**config.mk**
```make
export PLATFORM = sky130hd
export DESIGN_NAME = mem_bus_ctrl
export DESIGN_NICKNAME = d
export VERILOG_FILES = /design/src/rtl/mem_bus_ctrl.sv
export SDC_FILE = /design/constraint.sdc
export NUM_CORES = 1
export LEC_CHECK = 0
export CORE_UTILIZATION = 44
export DETAILED_ROUTE_END_ITERATION = 10
export PLACE_DENSITY = 0.89
export SKIP_CTS_REPAIR_TIMING = 1
export SLEW_MARGIN = 20
export SYNTH_ARGS = -nofsm -noshare
export SYNTH_HDL_FRONTEND = slang
export SYNTH_SLANG_ARGS = --single-unit
export TNS_END_PERCENT = 50
```
**constraint.sdc**
```tcl
create_clock -name clk -period 2 [get_ports clk]
set_clock_uncertainty 0.1 [all_clocks]
set_input_delay 0.5 -clock clk [delete_from_list [all_inputs] [get_ports clk]]
set_output_delay 0.5 -clock clk [all_outputs]
set_load 0.02 [all_outputs]
```
**src/rtl/mem_bus_ctrl.sv**
```systemverilog
// mem_bus_ctrl: CPU-side memory responder.
// Accepts a single request from the CPU sequencer (en_mem) and carries it out
// on a 16-bit word-addressed bus with a req/ack handshake. Byte, aligned word
// and misaligned word accesses are supported; a misaligned word access is
// split into two bus phases (little-endian). Each phase has a wait limit,
// after which the access is abandoned and flagged with mem_err.
module mem_bus_ctrl #(
  parameter int unsigned  TIMEOUT  = 255,
  parameter logic [15:0]  ERR_DATA = 16'hFFFF
) (
  input  logic        clk,
  input  logic        rst_n,
  input  logic        en_mem,
  input  logic        mem_we,
  input  logic        mem_byte,
  input  logic [15:0] addr,
  input  logic [15:0] data_in,
  output logic [15:0] data_out,
  output logic        mem_wait,
  output logic        mem_err,
  output logic        bus_req,
  output logic        bus_we,
  output logic [14:0] bus_addr,
  output logic [1:0]  bus_be,
  output logic [15:0] bus_wdata,
  input  logic [15:0] bus_rdata,
  input  logic        bus_ack
);

  typedef enum logic [1:0] {
    IDLE = 2'd0,
    PH1  = 2'd1,
    PH2  = 2'd2,
    DONE = 2'd3
  } state_t;

  // The counter compares against TIMEOUT-1 because the cycle in which the
  // counter reads zero is already the first waiting cycle of the phase.
  localparam logic [7:0] LAST_WAIT = 8'(TIMEOUT - 1);

  state_t      state;
  logic [7:0]  wait_cnt;
  logic        lat_byte;
  logic        lat_odd;

  // A misaligned word access is the only case that needs a second phase.
  logic        split_access;
  assign split_access = !lat_byte && lat_odd;

  // Sequencer, bus drive and read-data capture, all registered.
  always_ff @(posedge clk or negedge rst_n) begin
    if (!rst_n) begin
      state     <= IDLE;
      wait_cnt  <= 8'd0;
      lat_byte  <= 1'b0;
      lat_odd   <= 1'b0;
      data_out  <= 16'h0000;
      mem_wait  <= 1'b0;
      mem_err   <= 1'b0;
      bus_req   <= 1'b0;
      bus_we    <= 1'b0;
      bus_addr  <= 15'h0000;
      bus_be    <= 2'b00;
      bus_wdata <= 16'h0000;
    end else begin
      mem_err <= 1'b0;
      case (state)
        IDLE: begin
          if (en_mem) begin
            state    <= PH1;
            wait_cnt <= 8'd0;
            lat_byte <= mem_byte;
            lat_odd  <= addr[0];
            mem_wait <= 1'b1;
            bus_req  <= 1'b1;
            bus_we   <= mem_we;
            bus_addr <= addr[15:1];
            if (mem_byte) begin
              bus_be    <= addr[0] ? 2'b10 : 2'b01;
              bus_wdata <= {data_in[7:0], data_in[7:0]};
            end else if (!addr[0]) begin
              bus_be    <= 2'b11;
              bus_wdata <= data_in;
            end else begin
              // Byte-swapped so PH1 sends the low byte on the odd lane and
              // PH2 sends the high byte on the even lane without reloading.
              bus_be    <= 2'b10;
              bus_wdata <= {data_in[7:0], data_in[15:8]};
            end
          end
        end

        PH1, PH2: begin
          if (bus_ack) begin
            if (!bus_we) begin
              if (lat_byte) begin
                data_out <= {8'h00, (lat_odd ? bus_rdata[15:8] : bus_rdata[7:0])};
              end else if (!lat_odd) begin
                data_out <= bus_rdata;
              end else if (state == PH1) begin
                data_out[7:0] <= bus_rdata[15:8];
              end else begin
                data_out[15:8] <= bus_rdata[7:0];
              end
            end
            if (state == PH1 && split_access) begin
              state    <= PH2;
              wait_cnt <= 8'd0;
              bus_addr <= bus_addr + 15'd1;
              bus_be   <= 2'b01;
            end else begin
              state    <= DONE;
              wait_cnt <= 8'd0;
              mem_wait <= 1'b0;
              bus_req  <= 1'b0;
              bus_we   <= 1'b0;
              bus_be   <= 2'b00;
            end
          end else if (wait_cnt == LAST_WAIT) begin
            state    <= DONE;
            wait_cnt <= 8'd0;
            mem_wait <= 1'b0;
            mem_err  <= 1'b1;
            bus_req  <= 1'b0;
            bus_we   <= 1'b0;
            bus_be   <= 2'b00;
            if (!bus_we) begin
              data_out <= ERR_DATA;
            end
          end else begin
            wait_cnt <= wait_cnt + 8'd1;
          end
        end

        DONE: begin
          state <= IDLE;
        end

        default: begin
          state <= IDLE;
        end
      endcase
    end
  end

endmodule

```
# == After elaboration in Yosys (flattened, before gate mapping) ==
# Cells that the tools add are included.
# word_totals
in_bits,54
word_cells,84
output_inout_bits,53
regBits,64
# classes
mux,42
eq_ne,13
addsub,2
reduce_logical,15
# ops
operator,n
$mux 16,8
$mux 8,6
$mux 15,3
$pmux 15 s2,1
$mux 2,8
$pmux 8 s2,1
$add 15x1->15 const B,1
$mux 1,11
$ne 2x2->1 const B,5
$reduce_and 5->1,2
$add 8x1->8 const B,1
$eq 8x8->1 const B,1
$reduce_and 4->1,2
$ne 3x3->1 const B,2
$pmux 2 s3,1
$reduce_and 2->1,3
$eq 2x2->1 const B,2
$ne 4x3->1 const B,1
$ne 4x4->1 const B,1
$pmux 1 s2,2
$pmux 2 s2,1
$reduce_bool 2->1,2
$reduce_and 3->1,1
$eq 2x1->1 const B,1
4 further kinds,5

# == Logic depth before layout (Yosys ltp) ==
# Gate-level depths: netlist (run 1).
# depth
ltp_word,6
mapped_depth,8

# == Worst setup path before layout (run 1) ==
# No wires, ideal clock.
# synth_timing
path_type,register to register
startpoint,reg state[0]
endpoint,reg bus_be[0]
required_ns,1.775
synth_period_minus_slack_ns,2.093
arrival_time_ns,1.869
setup_time_ns,0.125
path_slack_ns,-0.093
stages_incl_launch_ff,9
cell_sequence,dfrtp_1 > inv_1 > ha_1 > clkbuf_1 > nor2b_1 > o21ai_0 > and2_1 > clkbuf_2 > mux2_2
# synth_via
elab_chain_len,5
# synth_rtl
item,line,rtl
start: declaration,41,state_t state;
start signal: assignment,53,state <= IDLE;
start signal: assignment,70,state <= PH1;
start signal: assignment,107,state <= PH2;
$eq 2x1->1,"67, 106",
$logic_and 1x1->1,106,if (state == PH1 && split_access) begin
$mux 1,106,
$mux 2,94,if (bus_ack) begin
$pmux 2 s2,67,case (state)
end signal: assignment,79,bus_be <= addr[0] ? 2'b10 : 2'b01;
end: declaration,24,"output logic [1:0] bus_be,"
# Several ways; a longest one is shown, not always the timed one.
# A chain may end at the register's enable or synchronous reset.

# == Worst setup path in the final report (run 1) ==
# layout_timing
startpoint,reg wait_cnt[0]
endpoint,reg data_out[0]
# layout_via
elab_chain_len,3
# layout_rtl
item,line,rtl
start: declaration,42,logic [7:0] wait_cnt;
start signal: assignment,131,wait_cnt <= wait_cnt + 8'd1;
$eq 8x8->1 (*),119,end else if (wait_cnt == LAST_WAIT) begin
$ne 2x2->1 (no source line) or $reduce_bool 2->1 (tied branches),--,
$reduce_and 5->1 (no source line) (*),--,
end signal: assignment,97,"data_out <= {8'h00, (lat_odd ? bus_rdata[15:8] : bus_rdata[7:0])};"
end signal: assignment,99,data_out <= bus_rdata;
end signal: assignment,101,data_out[7:0] <= bus_rdata[15:8];
end: declaration,18,"output logic [15:0] data_out,"
# Every way passes the cells marked *; elsewhere a longest branch is shown, timed or not.

==> impl_metrics.toml, run 1 <==
[power]
pwr-share-seq_pct = 25.7
intPower_mw = 5.22
powerDensity_nw_per_um2 = 1610
switchingPower_mw = 3.73
clkPwrFrac_pct = 14.2
p_leak_nw = 2.54
swShare_pct = 41.7
vdd_drop_max_uv = 766
power.total_mw = 8.95
pwr-share-comb_pct = 60.2

[synth]
ys_ff_latch = 64
synthArstFlopShare_pct = 100
synth_warnings = 0
synth-seq-area-share_pct = 43.0
synth_area_um2 = 3730
syn_inst = 396
synth_area_per_cell_um2 = 9.41
syn-num-nets = 456
ys_types = 61
synthFlopType = "dfrtp_1"
synth_edf_count = 0

[sta]
slew_viol_final = 0
setup_ws_ps = -45.8
setup_violations = 8
rsz0062_at_grt = "true"
max_freq_mhz = 489
layout_min_cycle_time_ps = 2050
fin_crit_sh_pct = 102
maxSlewHeadroom_pct = 72.8
tightestPinTransition_ps = 397
finalHoldViolCount = 0

[global_route]
grt_max_degree = 65
track_usage_pct = 25.1
overflow = 0
grt_pass1_vias = 3717
antenna_found_initial = 0
grt_pass1_wl_mm = 17.2

[floorplan]
top_level_ports = 107
die_w_um = 94.0
core_um2 = 8220
die_h_um = 94.0
die-area_um2 = 8840
num_rows = 33
start_util_pct = 45.3

[hold_path]
hold_class = "input pin to async pin"

[drt]
wl_mm = 10.8
ant_nets = 0
wire_per_inst_um = 16.8
vias = 3665
via_per_inst = 5.69
drt_first_pass_iters = 5
drc = 0
drtIter0Drc = 182

[setup_path]
cp.arrival_ps = 2180
ff2ff_setup_slack_ps = -50
critPathCaptureType = "register"
cp.required_ps = 2140
cp_max_fo = 8
r2r_cells = 6
setup.worst_path.class = "register to register"
r2r-end = "data_out[0]"
worstSetupStartpointType = "register"
reg2reg_from = "wait_cnt[0]"

[clocking]
clk_pin_slew_ps = 80
cts_tree = "built"
cts_root_buf = "clkbuf_8"
clock_sinks = 64
cts_max_level = 3
numCtsBuffers = 9
max-clock-path-buffers = 2
clk_latency_ps = 360

[outcome]
status = "finished, violations left"
violations = "negative setup slack"

[place]
pre_cts_ws_ps = -424
io_buffer_count = 106
globalplace.congestion = 0.894
dpl.hpwl_mm = 7.81

[layout]
drive_gt1_share_pct = 18.2
fin_util_pct = 67.5
insertedDiodeCount = 0
syn2layout_area_growth_pct = 48.8
fin_nets = 595
fillCellCount = 605

[run]
maxCapViolations = 0
-- worst max-delay path by stage --
stage | from | end | slack [ps]
global placement | bus_ack | data_out[4] | -340
global route | wait_cnt[0] | data_out[0] | -110
finish | wait_cnt[0] | data_out[0] | -50
floorplan | wait_cnt[0] | data_out[0] | -40
detailed placement | bus_ack | bus_addr[9] | -420
CTS | bus_addr[3] | bus_addr[3] | -110
-- placed cells by master (no fill, tap or decap), types with 3 or more instances in the layout --
master and n:
o21ai_0 32, clkdlybuf4s50_1 90, ha_1 3, buf_12 4
xor2_1 3, nor3b_1 4, nor3_1 3, nor2b_1 4
o22ai_1 5, buf_4 44, dfrtp_1 64, mux2i_1 37
nand2_1 42, inv_1 9, o22a_1 9, a21o_1 4
xnor2_1 3, mux2_2 4, dlymetal6s2s_1 15, and4_1 3
nor4_1 3, and2_1 3, or2_2 3, nand3_1 11
nand4_1 7, a221oi_1 3, a31oi_1 4, clkbuf_8 10
mux2_4 8, a21oi_1 16, nor2_1 38
-- Yosys cell counts, types with 3 or more instances --
library cell  count  share of area [%]
mux2_2            4                1.2
a31oi_1           4               0.67
dfrtp_1          64                 43
and2_1            3               0.50
nand4_1           7                1.2
buf_1             3               0.30
nand2b_1          3               0.50
mux2_4            8                3.2
xor2_1            3               0.71
nand3_1          12                1.6
and4_1            3               0.71
nor2b_1           5               0.84
nor2_1           38                3.8
a21o_1            4               0.81
o21ai_0          32                4.3
nand2_1          42                4.2
nor3b_1           4               0.81
and3_1            3               0.50
o22ai_1           5               0.84
ha_1              6                2.0
or2_2             3               0.50
a221oi_1          3               0.71
a21oi_1          16                2.1
o22a_1            9                2.1
xnor2_1           3               0.71
nor4_1            4               0.67
clkbuf_1         21                2.1
nor3_1            3               0.40
mux2i_1          37                9.9
inv_1            10                1.0
-- worst max-delay path: stages (launching register included) --
cell and delay, ps:
dfrtp_1 380, inv_1 60, ha_2 190, nand3_4 90
o21ba_4 210, or4_4 580, mux2_4 330
-- power by group through the flow --
| stage | logic [mW] | registers (mW) | clock network, mW |
|---|---|---|---|
| global placement | 5.04 | 2.27 | 0 |
| global route | 5.80 | 2.35 | 1.33 |
| detailed placement | 5.24 | 2.30 | 0 |
| floorplan | 2.46 | 2.78 | 0 |
| finish | 5.38 | 2.30 | 1.27 |
| CTS | 5.27 | 2.28 | 1.28 |
-- state kept, by name (all words and copies together) (netlist names) --
name,count
lat_odd,1
bus_req,1
wait_cnt,8
bus_we,1
state,2
data_out,16
mem_err,1
bus_be,2
bus_addr,15
lat_byte,1
bus_wdata,16
-- metal layers --
layer,wire [um],global-route usage [%],vias up
li1,-,-,1712
met1,4430,29.6,1755
met2,5440,43.2,163
met3,668,6.15,35
met4,291,10.9,0
met5,0,0,-
-- area by class of cell --
cell class	count	area, um^2	area share, %
inverters	11	41.3	0.745
repair buffers	156	1530	27.5
clock inverters	5	81.3	1.47
well taps	105	131	2.37
multi-input cells	293	2020	36.5
clock buffers	10	138	2.48
flip-flops and latches	64	1600	28.9
-- cells by family (layout without fill, tap and decap cells) --
logic type | after synthesis | after routing | synth area share, %
AO/OA/AOI/OAI | 94 | 94 | 16.6
XOR/XNOR | 6 | 6 | 1.41
adder cells (fa/ha/maj) | 6 | 6 | 2.01
buffers and inverters | 39 | 182 | 4.30
flip-flops | 64 | 64 | 43.0
multiplexers | 49 | 49 | 14.4
AND/OR/NAND/NOR | 138 | 138 | 18.4
-- metrics by stage --
stage | area (um^2) | TNS, ps | hold WS [ps] | std cells
3_3_place_gp | 5210 | -7840 | 363 | 626
5_1_grt | 5540 | -918 | 65.0 | 644
4_1_cts | 5430 | -1090 | 54.6 | 641
6_report | 5540 | -292 | 37.0 | 644
2_1_floorplan | 3740 | -426 | 104 | 396
3_5_place_dp | 5210 | -9140 | 377 | 626
No activity file was read; power rests on OpenSTA's default activity.
==> run 2, diff against run 1 <==
--- a/config.mk
+++ b/config.mk
@@ -5,11 +5,11 @@
 export SDC_FILE = /design/constraint.sdc
 export NUM_CORES = 1
 export LEC_CHECK = 0
+export CORE_MARGIN = 3
 export CORE_UTILIZATION = 44
 export DETAILED_ROUTE_END_ITERATION = 10
 export PLACE_DENSITY = 0.89
 export SKIP_CTS_REPAIR_TIMING = 1
-export SLEW_MARGIN = 20
 export SYNTH_ARGS = -nofsm -noshare
 export SYNTH_HDL_FRONTEND = slang
 export SYNTH_SLANG_ARGS = --single-unit
==> run 2 against run 1 <==
The flow still finishes with violations (negative setup slack). Global-route usage shrank 2.0 points. Combinational power is essentially flat. Maximum frequency shrank 0.58%. Clock-buffer cell count is the same. Power shrank 2.2%. Die area grew 8.7%. Worst hold slack gained 350 ps. Critical path depth is the same. Via count grew 2.5%. Critical endpoint is now data_out[7]. Largest cell class unchanged. Highest routed layer unchanged.
==> impl_metrics.toml, run 2 (synthesis results as in run 1) <==
[sta]
rsz0062_at_grt = "true"
fin_crit_sh_pct = 103
setup_violations = 12
max_freq_mhz = 486
tightestPinTransition_ps = 408
slew_viol_final = 0
maxSlewHeadroom_pct = 72.7
setup_ws_ps = -57.8
finalHoldViolCount = 0
layout_min_cycle_time_ps = 2060

[clocking]
numCtsBuffers = 9
clk_pin_slew_ps = 90
cts_max_level = 3
clk_latency_ps = 350
cts_tree = "built"
cts_root_buf = "clkbuf_8"
max-clock-path-buffers = 2
clock_sinks = 64

[drt]
via_per_inst = 5.89
wl_mm = 11.2
wl_met1_mm = 4.49
routed.top_layer = "met4"
drtIter0Drc = 298
drt_first_pass_iters = 6
drc = 0
route.met2.wl_mm = 5.60
ant_nets = 0
wl_met3_um = 835
wire_per_inst_um = 17.5
vias = 3757

[floorplan]
die_w_um = 98.0
die-area_um2 = 9610
num_rows = 32
top_level_ports = 107
start_util_pct = 46.8
core_um2 = 7970
die_h_um = 98.0

[place]
globalplace.congestion = 0.950
dp_cells = 621
dpl.hpwl_mm = 8.17
pre_cts_ws_ps = -447
io_buffer_count = 106

[setup_path]
cp_max_fo = 8
startpoint = "wait_cnt[0]"
setup.worst_path.class = "register to register"
cp.required_ps = 2140
critPathCaptureType = "register"
worstSetupStartpointType = "register"
cp.arrival_ps = 2190
reg2reg_from = "wait_cnt[0]"

[layout]
insertedDiodeCount = 0
fin_util_pct = 68.5
layout_commonest_cell = "clkdlybuf4s50_1"
reg.largest.list = "bus_wdata (16), data_out (16), bus_addr (15)"
final_cell_mix = "clkdlybuf4s50_1, dfrtp_1, nand2_1"
final_cells = 638
drive_gt1_share_pct = 17.5
fin_nets = 591
syn2layout_area_growth_pct = 46.6
fillCellCount = 575

[global_route]
grt_pass1_vias = 3745
grt_max_degree = 51
overflow = 0
track_usage_pct = 23.1
grt_pass1_wl_mm = 18.3
antenna_found_initial = 0

[hold_path]
hold_class = "register to register"
min_from = "bus_wdata[3]"

[outcome]
violations = "negative setup slack"
status = "finished, violations left"

[power]
powerDensity_nw_per_um2 = 1600
p_leak_nw = 2.46
vdd_drop_max_uv = 720

[run]
maxCapViolations = 0
## run 2: changes by cell type in the layout (fill, tap and decap cells not counted), sizes merged
cell and change:
clkdlybuf4s50 +7, dlymetal6s2s -7, buf -5, inv +3, bufinv -2, clkinv -1, clkinvlp +1, dlygate4sd3 +1
## run 2: final cells by class
type | instances | area [um^2] | area share [%]
Multi-Input combinational cell | 293 | 2030 | 37.3
Tap cell | 102 | 128 | 2.34
Clock buffer | 10 | 138 | 2.52
Clock inverter | 6 | 50.0 | 0.916
Timing Repair Buffer | 152 | 1470 | 26.9
Inverter | 11 | 41.3 | 0.756
Sequential cell | 64 | 1600 | 29.3
## run 2: final timing paths
path	cells past startpoint	slack, ps	end
setup / recovery	6	-60	data_out[7]
hold / removal	2	390	bus_wdata[3]
setup reg to reg	6	-60	data_out[7]
hold reg to reg	2	390	bus_wdata[3]
max in group asynchronous	3	730	bus_be[0]
min in group asynchronous	2	480	data_out[0]
## run 2: where the power goes
part / switching [mW] / internal (mW)
sequential: 0.475 / 1.84
clock: 0.575 / 0.498
combinational: 2.78 / 2.58
total: 3.83 / 4.92
## run 2: critical path, stage by stage, from the launching register on
cell     delay [ps]
dfrtp_1         380
inv_1            60
ha_1            160
nand3_2         100
o21ba_4         210
or4_4           580
mux2_4          330
## run 2: per-stage QoR
step                area (um^2)  total power, mW  hold slack (ps)  TNS (ps)
floorplan                  3740             5.25              104      -426
global placement           5180             7.25              326    -10800
detailed placement         5180             7.46              333    -14140
CTS                        5370             8.58            -49.9     -1460
global route               5460             9.28              412     -1530
finish                     5460             8.75              387      -506
## run 2: routing by layer
| metal | vias to the layer above | track usage (%) |
|---|---|---|
| li1 | 1708 | - |
| met1 | 1820 | 29.1 |
| met2 | 193 | 39.2 |
| met3 | 36 | 5.79 |
| met4 | 0 | 6.92 |
| met5 | - | 0 |
